[src/rtl/kb_uart_bridge.sv]
// kb_uart_bridge: captures one keyboard character per key_valid rising edge into a FIFO
// and drains it back-to-back through a UART transmitter with configurable frame format.
module kb_uart_bridge #(
  parameter int CLKS_PER_BIT = 10416,
  parameter int DATA_BITS    = 8,
  parameter int PARITY       = 0,
  parameter int STOP_BITS    = 1,
  parameter int FIFO_AW      = 4
) (
  input  logic             clk,
  input  logic             reset,
  input  logic [7:0]       key_in,
  input  logic             key_valid,
  input  logic             clr_overflow,
  output logic             tx,
  output logic             tx_busy,
  output logic [FIFO_AW:0] fifo_count,
  output logic             overflow
);

  localparam int                DEPTH     = 1 << FIFO_AW;
  localparam int                BAUD_W    = $clog2(CLKS_PER_BIT);
  localparam logic [BAUD_W-1:0] BAUD_LAST = BAUD_W'(CLKS_PER_BIT - 1);
  localparam logic [2:0]        DATA_LAST = 3'(DATA_BITS - 1);
  localparam logic [2:0]        STOP_LAST = 3'(STOP_BITS - 1);
  localparam logic              PAR_INV   = (PARITY == 1);

  typedef enum logic [2:0] {
    S_IDLE,
    S_START,
    S_DATA,
    S_PARITY,
    S_STOP
  } state_t;

  state_t               r_state;
  state_t               w_state_next;
  logic [BAUD_W-1:0]    r_baud;
  logic [BAUD_W-1:0]    w_baud_next;
  logic [2:0]           r_bit;
  logic [2:0]           w_bit_next;
  logic [DATA_BITS-1:0] r_data;
  logic                 r_tx;
  logic                 r_busy;
  logic                 w_tx_next;
  logic                 r_kv_q;
  logic [DATA_BITS-1:0] r_mem [DEPTH];
  logic [FIFO_AW-1:0]   r_wptr;
  logic [FIFO_AW-1:0]   r_rptr;
  logic [FIFO_AW:0]     r_count;
  logic [FIFO_AW:0]     w_count_next;
  logic                 r_overflow;
  logic                 w_push;
  logic                 w_push_ok;
  logic                 w_pop;
  logic                 w_full;
  logic                 w_has_data;
  logic                 w_baud_last;
  logic                 w_parity;
  logic                 w_key_unused;

  // Upper key bits are ignored for narrow frames.
  assign w_key_unused = ^key_in;

  assign w_push      = key_valid & ~r_kv_q;
  assign w_full      = r_count[FIFO_AW];
  assign w_has_data  = (r_count != '0);
  assign w_push_ok   = w_push & (~w_full | w_pop);
  assign w_baud_last = (r_baud == BAUD_LAST);
  assign w_parity    = (^r_data) ^ PAR_INV;

  // Reset value 1 keeps a level held across reset release from pushing.
  always_ff @(posedge clk or negedge reset) begin
    if (!reset) begin
      r_kv_q <= 1'b1;
    end else begin
      r_kv_q <= key_valid;
    end
  end

  always_ff @(posedge clk) begin
    if (w_push_ok) begin
      r_mem[r_wptr] <= key_in[DATA_BITS-1:0];
    end
  end

  always_comb begin
    w_count_next = r_count;
    if (w_push_ok && !w_pop) begin
      w_count_next = r_count + 1'b1;
    end else if (!w_push_ok && w_pop) begin
      w_count_next = r_count - 1'b1;
    end
  end

  always_ff @(posedge clk or negedge reset) begin
    if (!reset) begin
      r_wptr     <= '0;
      r_rptr     <= '0;
      r_count    <= '0;
      r_overflow <= 1'b0;
    end else begin
      r_count <= w_count_next;
      if (w_push_ok) begin
        r_wptr <= r_wptr + 1'b1;
      end
      if (w_pop) begin
        r_rptr <= r_rptr + 1'b1;
      end
      if (w_push && w_full && !w_pop) begin
        r_overflow <= 1'b1;
      end else if (clr_overflow) begin
        r_overflow <= 1'b0;
      end
    end
  end

  always_ff @(posedge clk or negedge reset) begin
    if (!reset) begin
      r_state <= S_IDLE;
      r_baud  <= '0;
      r_bit   <= '0;
    end else begin
      r_state <= w_state_next;
      r_baud  <= w_baud_next;
      r_bit   <= w_bit_next;
    end
  end

  always_comb begin
    w_state_next = r_state;
    w_baud_next  = r_baud + 1'b1;
    w_bit_next   = r_bit;
    w_pop        = 1'b0;
    unique case (r_state)
      S_IDLE: begin
        w_baud_next = '0;
        w_bit_next  = '0;
        if (w_has_data) begin
          w_pop        = 1'b1;
          w_state_next = S_START;
        end
      end
      S_START: begin
        if (w_baud_last) begin
          w_baud_next  = '0;
          w_bit_next   = '0;
          w_state_next = S_DATA;
        end
      end
      S_DATA: begin
        if (w_baud_last) begin
          w_baud_next = '0;
          if (r_bit == DATA_LAST) begin
            w_bit_next   = '0;
            w_state_next = (PARITY != 0) ? S_PARITY : S_STOP;
          end else begin
            w_bit_next = r_bit + 1'b1;
          end
        end
      end
      S_PARITY: begin
        if (w_baud_last) begin
          w_baud_next  = '0;
          w_bit_next   = '0;
          w_state_next = S_STOP;
        end
      end
      S_STOP: begin
        if (w_baud_last) begin
          w_baud_next = '0;
          if (r_bit == STOP_LAST) begin
            w_bit_next = '0;
            // Chain straight into the next start bit when more data waits.
            if (w_has_data) begin
              w_pop        = 1'b1;
              w_state_next = S_START;
            end else begin
              w_state_next = S_IDLE;
            end
          end else begin
            w_bit_next = r_bit + 1'b1;
          end
        end
      end
      default: begin
        w_state_next = S_IDLE;
        w_baud_next  = '0;
        w_bit_next   = '0;
      end
    endcase
  end

  always_comb begin
    w_tx_next = 1'b1;
    unique case (w_state_next)
      S_START:  w_tx_next = 1'b0;
      S_DATA:   w_tx_next = r_data[w_bit_next];
      S_PARITY: w_tx_next = w_parity;
      default:  w_tx_next = 1'b1;
    endcase
  end

  always_ff @(posedge clk or negedge reset) begin
    if (!reset) begin
      r_data <= '0;
      r_tx   <= 1'b1;
      r_busy <= 1'b0;
    end else begin
      if (w_pop) begin
        r_data <= r_mem[r_rptr];
      end
      r_tx   <= w_tx_next;
      r_busy <= (w_state_next != S_IDLE);
    end
  end

  assign tx         = r_tx;
  assign tx_busy    = r_busy;
  assign fifo_count = r_count;
  assign overflow   = r_overflow;

endmodule

[config.mk]
export PLATFORM = sky130hd
export DESIGN_NAME = kb_uart_bridge
export DESIGN_NICKNAME = d
export VERILOG_FILES = /design/src/rtl/kb_uart_bridge.sv
export SDC_FILE = /design/constraint.sdc
export NUM_CORES = 1
export LEC_CHECK = 0
export CORE_ASPECT_RATIO = 1.1
export CORE_MARGIN = 10
export CORE_UTILIZATION = 45
export DETAILED_ROUTE_END_ITERATION = 10
export MAX_ROUTING_LAYER = met4
export PLACE_DENSITY_LB_ADDON = 0.3
export SETUP_SLACK_MARGIN = 0.02
export SLEW_MARGIN = 0
export SYNTH_ARGS = -nofsm -noshare
export SYNTH_HDL_FRONTEND = slang
export SYNTH_SLANG_ARGS = --single-unit
[constraint.sdc]
create_clock -name clk -period 3.6 [get_ports clk]
set_input_delay 0.72 -clock clk [delete_from_list [all_inputs] [get_ports clk]]
set_output_delay 0.72 -clock clk [all_outputs]
set_load 0.03 [all_outputs]
# Word-level counts from Yosys, hierarchy flattened
# Memory sizes are Yosys's and may differ from the RTL's. A register that Yosys moved wholly into a read port is not among the register bits.
# Cells that the tools add are included.
[word_totals] ram_bits=128 ff_bits=37 n_memories=1 input_bits=12 wordCells=78 out_inout_bits=8
[memory_table] name="r_mem" depth=16 width=8 rd=1 rd_ports_with_merged_regs=1 wr=1 line_no="47" source="logic [DATA_BITS-1:0] r_mem [DEPTH];"
[classes] muxes=30 n_addsub=6 n_reduce_logical=16 n_eq_ne=9 n_lt_le_gt_ge=1 n_bitwise=5
[ops] operator="two-way mux 3 bit" count=12
[ops] operator="two-way mux 14 bit" count=2
[ops] operator="case mux 3 bit (5 select lines)" count=1
[ops] operator="adder 14 x 1 -> 14 bit, second input constant" count=1
[ops] operator="== test 14 bit, second input constant" count=1
[ops] operator="== test 3 x 2 -> 1 bit, second input constant" count=4
[ops] operator="two-way mux 5 bit" count=2
[ops] operator="two-way mux 1 bit" count=9
[ops] operator="case mux 3 bit (3 select lines)" count=1
[ops] operator="adder 4 x 1 -> 4 bit, second input constant" count=2
[ops] operator="XOR reduction 8 bit" count=1
[ops] operator="== test 3 x 1 -> 1 bit, second input constant" count=2
[ops] operator="== test 3 bit, second input constant" count=2
[ops] operator="zero test 3 bit" count=2
[ops] operator="adder 5 x 1 -> 5 bit, second input constant" count=1
[ops] operator="nonzero test 5 bit" count=1
[ops] operator="subtractor 5 x 1 -> 5 bit, second input constant" count=1
[ops] operator="logical AND 1 bit" count=4
[ops] operator="< comparator 3 x 4 -> 1 bit, second input constant" count=1
[ops] operator="nonzero test 2 bit" count=2
[ops] operator="OR reduction 4 bit" count=1
[ops] operator="adder 3 x 1 -> 3 bit, second input constant" count=1
[ops] operator="binary-select mux 1 bit (select 3 bit)" count=1
[ops] operator="zero test 1 bit" count=3
[ops] operator="7 further kinds" count=9

# Longest topological paths before layout
# Gate-level depths: netlist of the first run.
[depth] depth_word=11 mapped_depth=16 ltp_nobuf=14

# Least setup slack after synthesis of the first run
# Ideal clock, no wire load.
[synth_path] kind="reg2reg" start="reg r_count[0], in the netlist fifo_count[0]" end="reg r_count[4], in the netlist fifo_count[4]" arrival_ps=2940 required_time_ps=3477 path_stages_with_launch=15 synth_period_minus_slack_ps=3063 setup_ps=123 setup_slack_ps=537 path_buffers=2 path_cell_list="dfrtp_1 -> or4_1 -> o21ai_2 -> nor2b_1 -> buf_2 -> buf_4 -> inv_2 -> ha_1 -> inv_1 -> fa_1 -> a21o_1 -> a21oi_1 -> xnor2_1 -> nor2_1 -> xnor2_1"
[synth_via] elab_chain_cells=10 elab_cells_between_ends=16 cone_classes="add/sub (2); mux (6); bitwise (2); reduce/logical (6)"
[synth_lines] element="start, declared" line_no="50" source="logic [FIFO_AW:0] r_count;"
[synth_lines] element="start signal, assigned" line_no="103" source="r_count <= w_count_next;"
[synth_lines] element="nonzero test 5 bit" line_no="67" source="assign w_has_data = (r_count != '0);"
[synth_lines] element="two-way mux 1 bit" line_no="139, 175"
[synth_lines] element="two-way mux 1 bit" line_no="172" source="if (r_bit == STOP_LAST) begin"
[synth_lines] element="two-way mux 1 bit" line_no="170" source="if (w_baud_last) begin"
[synth_lines] element="case mux 1 bit (2 select lines)" line_no="135" source="unique case (r_state)"
[synth_lines] element="OR 1 bit" line_no="68" source="assign w_push_ok = w_push & (~w_full | w_pop);"
[synth_lines] element="AND 1 bit" line_no="68"
[synth_lines] element="zero test 1 bit" line_no="91" source="end else if (!w_push_ok && w_pop) begin"
[synth_lines] element="logical AND 1 bit" line_no="91"
[synth_lines] element="nonzero test 2 bit (no line)"
# Parallel ways exist; a longest one is shown, timed or not. The select of a mux whose other input is x is not followed.
# A chain may end at the register's enable or synchronous reset.

# Worst setup path after layout of the first run
[layout_path] start="reg r_baud[0]" end="reg r_count[4], in the netlist fifo_count[4]"
[layout_via] elab_chain_cells=8 elab_cells_between_ends=11 cone_classes="eq/ne (1); mux (3); bitwise (2); reduce/logical (5)"
[layout_lines] element="start, declared" line_no="38" source="logic [BAUD_W-1:0] r_baud;"
[layout_lines] element="start signal, assigned" line_no="125" source="r_baud <= w_baud_next;"
[layout_lines] element="== test 14 bit *" line_no="69" source="assign w_baud_last = (r_baud == BAUD_LAST);"
[layout_lines] element="two-way mux 1 bit *" line_no="170"
[layout_lines] element="case mux 1 bit (2 select lines) *" line_no="135"
[layout_lines] element="OR 1 bit *" line_no="68"
[layout_lines] element="AND 1 bit *" line_no="68"
[layout_lines] element="net w_push_ok" line_no="54" source="logic w_push_ok;"
[layout_lines] element="zero test 1 bit" line_no="91"
[layout_lines] element="logical AND 1 bit" line_no="91"
[layout_lines] element="nonzero test 2 bit (no line)"
# The timed path passes the listed nets; every way through them passes the cells marked *.

==> impl_metrics.ini, run 1 <==
[critical_path]
slowest_stage = fa_1
r2r_setup_slack_ns = 0.32
crit_path_end_kind = flip-flop
r2r-end = fifo_count[4]
critical_path.cell_chain = ha_1 > and4_4 > nand4_4 > o21ai_1 > nand2_1 > a21oi_4 > ha_1 > inv_1 > fa_1 > a21o_1 > a21oi_1 > xnor2_1 > nor2_1 > xnor2_1
crit_type = reg2reg
rr_worst_depth = 14
startpoint = r_baud[0]
path_buf_inv = 1
arrival_ns = 3.59
startpoint_type = flip-flop
timing.rr.start = r_baud[0]
critPathTopFamily = compound AO/OA/AOI/OAI gates
critPathMaxStageDelay_ns = 0.42
path_max_fanout = 9
cp.required_ns = 3.91

[power]
p_clk_share_pct = 31.1
p_per_area_nw_per_um2 = 706
sw_frac_of_total_pct = 29.0
p_leak_nw = 2.99
p_seq_share_pct = 45.2
ir_worst_vdd_uv = 550
total_power_mw = 5.95
intPower_mw = 4.22
p_switching_mw = 1.73
pwr-share-comb_pct = 23.6

[drt]
drt-wirelength-per-cell_microns = 19.3
ant_nets = 0
first_pass_iters = 5
routed-via-count = 3640
drtIter0Drc = 247
drt_wl_total_mm = 12.9
drc_errors = 0
viasPerCell = 5.45

[finish]
multi_input_area_sq_um = 2210
post-route-cell-area_sq_um = 8420
antenna_cells = 0
fin_cells = 668
regArea_sq_um = 4970
final_common_cell = edfxtp_1
final_util_pct = 53.1
syn_to_final_growth_pct = 14.8
post_route_cells_drive_above_1_share_pct = 25.9
nNetsFinal = 481
nFillCells = 1256
final_cell_mix = edfxtp_1, dfrtp_1, mux4_2

[timing]
timing.hold.ws_ns = 0.466
drv_slew = 0
setup_viol = 0
tns_ns = 0
fin_crit_sh_pct = 91.2
setup_slack_ns = 0.318
fin_crit_ns = 3.28
finalClockSkew_ns = 0.00838
rsz0062_at_grt = no
hold_viol_final = 0
worst_pin_slew_ns = 1.00
fmax_mhz = 305
slew_headroom_pct = 33.2

[floorplanning]
die_h_microns = 154
die-area_sq_um = 21800
core_area_sq_um = 15900
die_w_microns = 142
initial_utilization_pct = 46.3
row_count = 48
ios = 20

[worst_hold_path]
min_path_type = in2async

[synthesis]
synthCells = 416
synth_edf_count = 128
syn_avg_cell_area_sq_um = 17.6
ys_top_cells_by_area = edfxtp_1, dfrtp_1, mux4_2, ha_1, xnor2_1
synth_flop_cell = edfxtp_1
synth-seq-cells = 173
syn-num-nets = 442
yosys.area.top_type = edfxtp_1
synth_area_sq_um = 7340
synth_cell_types = 55
async_flop_share_pct = 26.0
yosys_warnings = 0
synthDominantCellAreaShare_pct = 52.4
ys_seq_area_share_pct = 67.7

[place]
dpl_worst_slack_ns = 0.324
routabilityCongestion = 0.783
io_buffers = 19
dpl_cell_area_sq_um = 7820
place_hpwl_mm = 8.82
numPlacedInstances = 636

[cts]
clkTransAtPathRegs_ns = 0.06
cts_max_level = 4
cts_tree = done
clk_latency_ns = 0.43
ctsResizeCount = 0
cts_sinks = 173
cts-buffers-inserted = 17
postCtsHoldBufs = 0
postCtsSetupRepairBufs = 0
cts_buffer_depth = 2
clockRootBuffer = clkbuf_16

[grt]
grt_antenna_before_repair = 0
grt_pass1_vias = 3976
grt_use_total_pct = 13.1
grt_max_degree = 46
grt_pass1_wl_mm = 21.5
grt_overflow = 0

[run]
cap_violations = 0

[run_status]
status = complete, no violations
==> sequential cells by signal, indices dropped and copies added, names as in the netlist <==
register	cells
r_bit	3
r_baud	14
fifo_count	5
r_kv_q	1
r_mem	128
r_rptr	4
tx_busy	1
tx	1
r_wptr	4
r_data	8
r_state	3
overflow	1
==> worst max-delay path by stage <==
stage	slack [ns]	depth (start not counted)	to
floorplan	0.54	14	fifo_count[4]
global placement	0.50	14	fifo_count[4]
detailed placement	0.32	14	fifo_count[4]
CTS	0.30	14	fifo_count[4]
global route	0.08	14	fifo_count[4]
finish	0.32	14	fifo_count[4]
==> worst register-to-register path, cell delays in order (launching register included) <==
cell and delay, ns:
dfrtp_1 0.39, ha_1 0.23, and4_4 0.28, nand4_4 0.11
o21ai_1 0.24, nand2_1 0.13, a21oi_4 0.31, ha_1 0.25
inv_1 0.12, fa_1 0.42, a21o_1 0.19, a21oi_1 0.19
xnor2_1 0.14, nor2_1 0.06, xnor2_1 0.12
==> logic make-up (layout without fill, tap and decap cells) <==
logic type / Yosys count / count (layout) / synth area share [%]
AND/OR/NAND/NOR: 84 / 84 / 6.31
AO/OA/AOI/OAI: 28 / 28 / 2.86
flip-flops: 173 / 173 / 67.7
adder cells (fa/ha/maj): 14 / 14 / 2.49
buffers and inverters: 30 / 82 / 2.15
multiplexers: 57 / 57 / 14.8
XOR/XNOR: 30 / 30 / 3.68
==> power by group through the flow <==
stage | clock (mW) | sequential (mW) | combinational [mW]
6_report | 1.85 | 2.69 | 1.41
5_1_grt | 1.98 | 2.75 | 1.55
4_1_cts | 1.89 | 2.70 | 1.44
3_5_place_dp | 0 | 2.74 | 1.43
3_3_place_gp | 0 | 2.73 | 1.38
2_1_floorplan | 0 | 2.58 | 1.19
==> cell usage after synthesis (3+ instances only) <==
master / instances
mux2i_1: 6
o21ai_1: 4
a21oi_1: 5
o21ai_0: 4
or3_1: 4
mux4_2: 40
nand2b_1: 5
and3_1: 3
buf_6: 5
nor2b_1: 3
clkbuf_1: 6
dfrtp_1: 43
mux2_2: 10
buf_1: 3
nand2_1: 14
xnor2_1: 17
ha_1: 13
nor2_1: 27
inv_1: 11
xor2_1: 12
edfxtp_1: 128
buf_2: 3
nand4_1: 4
nand3_1: 7
nor3_1: 4
==> cell type report <==
type | instances | share of cell area, %
flip-flops and latches | 173 | 59.1
inverters | 12 | 0.535
repair buffers | 38 | 4.04
clock inverters | 15 | 2.11
well taps | 200 | 2.97
multi-input cells | 213 | 26.2
clock buffers | 17 | 5.05
==> per-layer routing <==
| layer | part of all wire (%) | track usage (%) | up-vias |
|---|---|---|---|
| met5 | 0 | - | - |
| met4 | 1.4 | 4.29 | 0 |
| met3 | 4.1 | 3.76 | 16 |
| met2 | 52 | 21.1 | 64 |
| met1 | 42 | 15.4 | 1879 |
| li1 | - | - | 1681 |
(Power assumes the default switching activity.)
==> run 2, diff against run 1 <==
Settings changed: SKIP_LAST_GASP set to 1.
==> results of run 2 <==
Same layout as run 1: the final DEF is identical, and so are final timing and power.
==> run 3, diff against run 2 <==
Clock period 3.6 ns to 3.4 ns, I/O delays scaled along.
==> run 3 against run 2 <==
Net effect: power rose by 4.2%; non-clock buffer count rose by 3; sequential cell count did not move; clock power barely moved; final cell count rose by 0.45%; fmax rose by 9.0%; critical path type unchanged; critical endpoint unchanged; largest power group unchanged; highest routed layer unchanged.
==> impl_metrics.ini, run 3 (synthesized netlist as in run 1, its figures left out) <==
[cts]
cts_sinks = 173
postCtsSetupRepairBufs = 0
cts-buffers-inserted = 17
cts_buffer_depth = 2
ctsResizeCount = 0
clk_latency_ns = 0.42
clkTransAtPathRegs_ns = 0.07
cts_tree = done
clockRootBuffer = clkbuf_16
cts_max_level = 4
postCtsHoldBufs = 0

[worst_hold_path]
min_path_type = in2async

[drt]
routed-via-count = 3631
drc_errors = 0
viasPerCell = 5.41
drt_wl_total_mm = 12.4
drt-wirelength-per-cell_microns = 18.5
ant_nets = 0
first_pass_iters = 4
drtIter0Drc = 264

[critical_path]
critical_path.cell_chain = ha_1 > and4_4 > nand4_4 > o21ai_1 > nand2_1 > a21oi_4 > ha_1 > inv_1 > fa_1 > a21o_1 > a21oi_1 > xnor2_1 > nor2_1 > xnor2_1
arrival_ns = 3.31
path_max_fanout = 4
path_buf_inv = 1
timing.rr.start = r_baud[0]
critPathMaxStageDelay_ns = 0.42
r2r_setup_slack_ns = 0.39
cp.required_ns = 3.70
critPathTopFamily = adder cells
r2r-end = fifo_count[4]
rr_worst_depth = 14
crit_path_end_kind = flip-flop
slowest_stage = fa_1
startpoint_type = flip-flop
crit_type = reg2reg

[timing]
setup_slack_ns = 0.390
hold_viol_final = 0
finalClockSkew_ns = 0.0107
rsz0062_at_grt = no
setup_viol = 0
drv_slew = 0
timing.hold.ws_ns = 0.435
slew_headroom_pct = 33.4
fin_crit_ns = 3.01
worst_pin_slew_ns = 0.999
fmax_mhz = 332
fin_crit_sh_pct = 88.5
tns_ns = 0

[place]
dpl_worst_slack_ns = 0.367
routabilityCongestion = 0.711
dpl_cell_area_sq_um = 7840
place_hpwl_mm = 8.72
io_buffers = 19

[finish]
nFillCells = 1293
post_route_cells_drive_above_1_share_pct = 26.1
final_common_cell = edfxtp_1
nNetsFinal = 484
syn_to_final_growth_pct = 14.7
regMostFlops = r_mem
post-route-cell-area_sq_um = 8420
final_cell_mix = edfxtp_1, dfrtp_1, mux4_2
reg_top3 = r_mem x128, r_baud x14, r_data x8
antenna_cells = 0
largest_register_ffs = 128

[power]
total_power_mw = 6.20
p_clk_share_pct = 30.3
intPower_mw = 4.40
p_leak_nw = 3.00
pwr-share-comb_pct = 23.9
ir_worst_vdd_uv = 583
p_per_area_nw_per_um2 = 736
p_seq_share_pct = 45.8
sw_frac_of_total_pct = 29.1
p_switching_mw = 1.80

[grt]
grt_pass1_vias = 3965
grt_use_total_pct = 12.4
grt_max_degree = 46
grt_use_met1_pct = 14.4
grt_antenna_before_repair = 0
grtUsageMet2_pct = 20.8
met3_usage_pct = 3.20
grt_pass1_wl_mm = 20.7
grt.busiest_layer = met2
grt_overflow = 0

[run_status]
status = complete, no violations

[floorplanning]
row_count = 48
ios = 20
core_area_sq_um = 15900
die_h_microns = 154
die_w_microns = 142
initial_utilization_pct = 46.3
die-area_sq_um = 21800

[run]
cap_violations = 0
-- run 3: worst max path at each step --
stage | startpoint | endpoint | slack (ns) | cells past startpoint
after CTS | r_baud[0] | fifo_count[4] | 0.36 | 14
after global routing | r_baud[0] | fifo_count[4] | 0.18 | 14
after global placement | r_baud[0] | fifo_count[4] | 0.46 | 14
after floorplan | fifo_count[0] | fifo_count[4] | 0.34 | 14
final | r_baud[0] | fifo_count[4] | 0.39 | 14
after detailed placement | r_baud[0] | fifo_count[4] | 0.37 | 14
-- run 3: area by class of cell --
type                       instances  area (sq um)  share of cell area (%)
sequential                       173          4970                    59.1
tap                              200           250                    2.97
timing repair buffer              41           363                    4.31
multi-input combinational        213          2210                    26.3
clock inverter                    15           150                    1.78
clock buffer                      17           425                    5.05
inverter                          12          45.0                   0.535
-- run 3: metal layers --
| layer | wire length [microns] | share of wire [%] |
|---|---|---|
| met4 | 70 | 0.56 |
| met5 | 0 | 0 |
| met3 | 374 | 3.0 |
| met2 | 6710 | 54 |
| met1 | 5240 | 42 |
-- run 3: power groups by stage --
stage / Clock (mW) / Combinational (mW) / Sequential [mW]
final: 1.88 / 1.48 / 2.84
after global routing: 2.02 / 1.62 / 2.89
after CTS: 1.93 / 1.51 / 2.85
after detailed placement: 0 / 1.50 / 2.89
after global placement: 0 / 1.48 / 2.88
after floorplan: 0 / 1.26 / 2.73
-- run 3: per-stage QoR --
step                      instances  utilization, %
after floorplan                 416               -
after global placement          639            49.5
after detailed placement        639            49.5
after CTS                       671            53.1
after global routing            671            53.1
final                           671            53.1
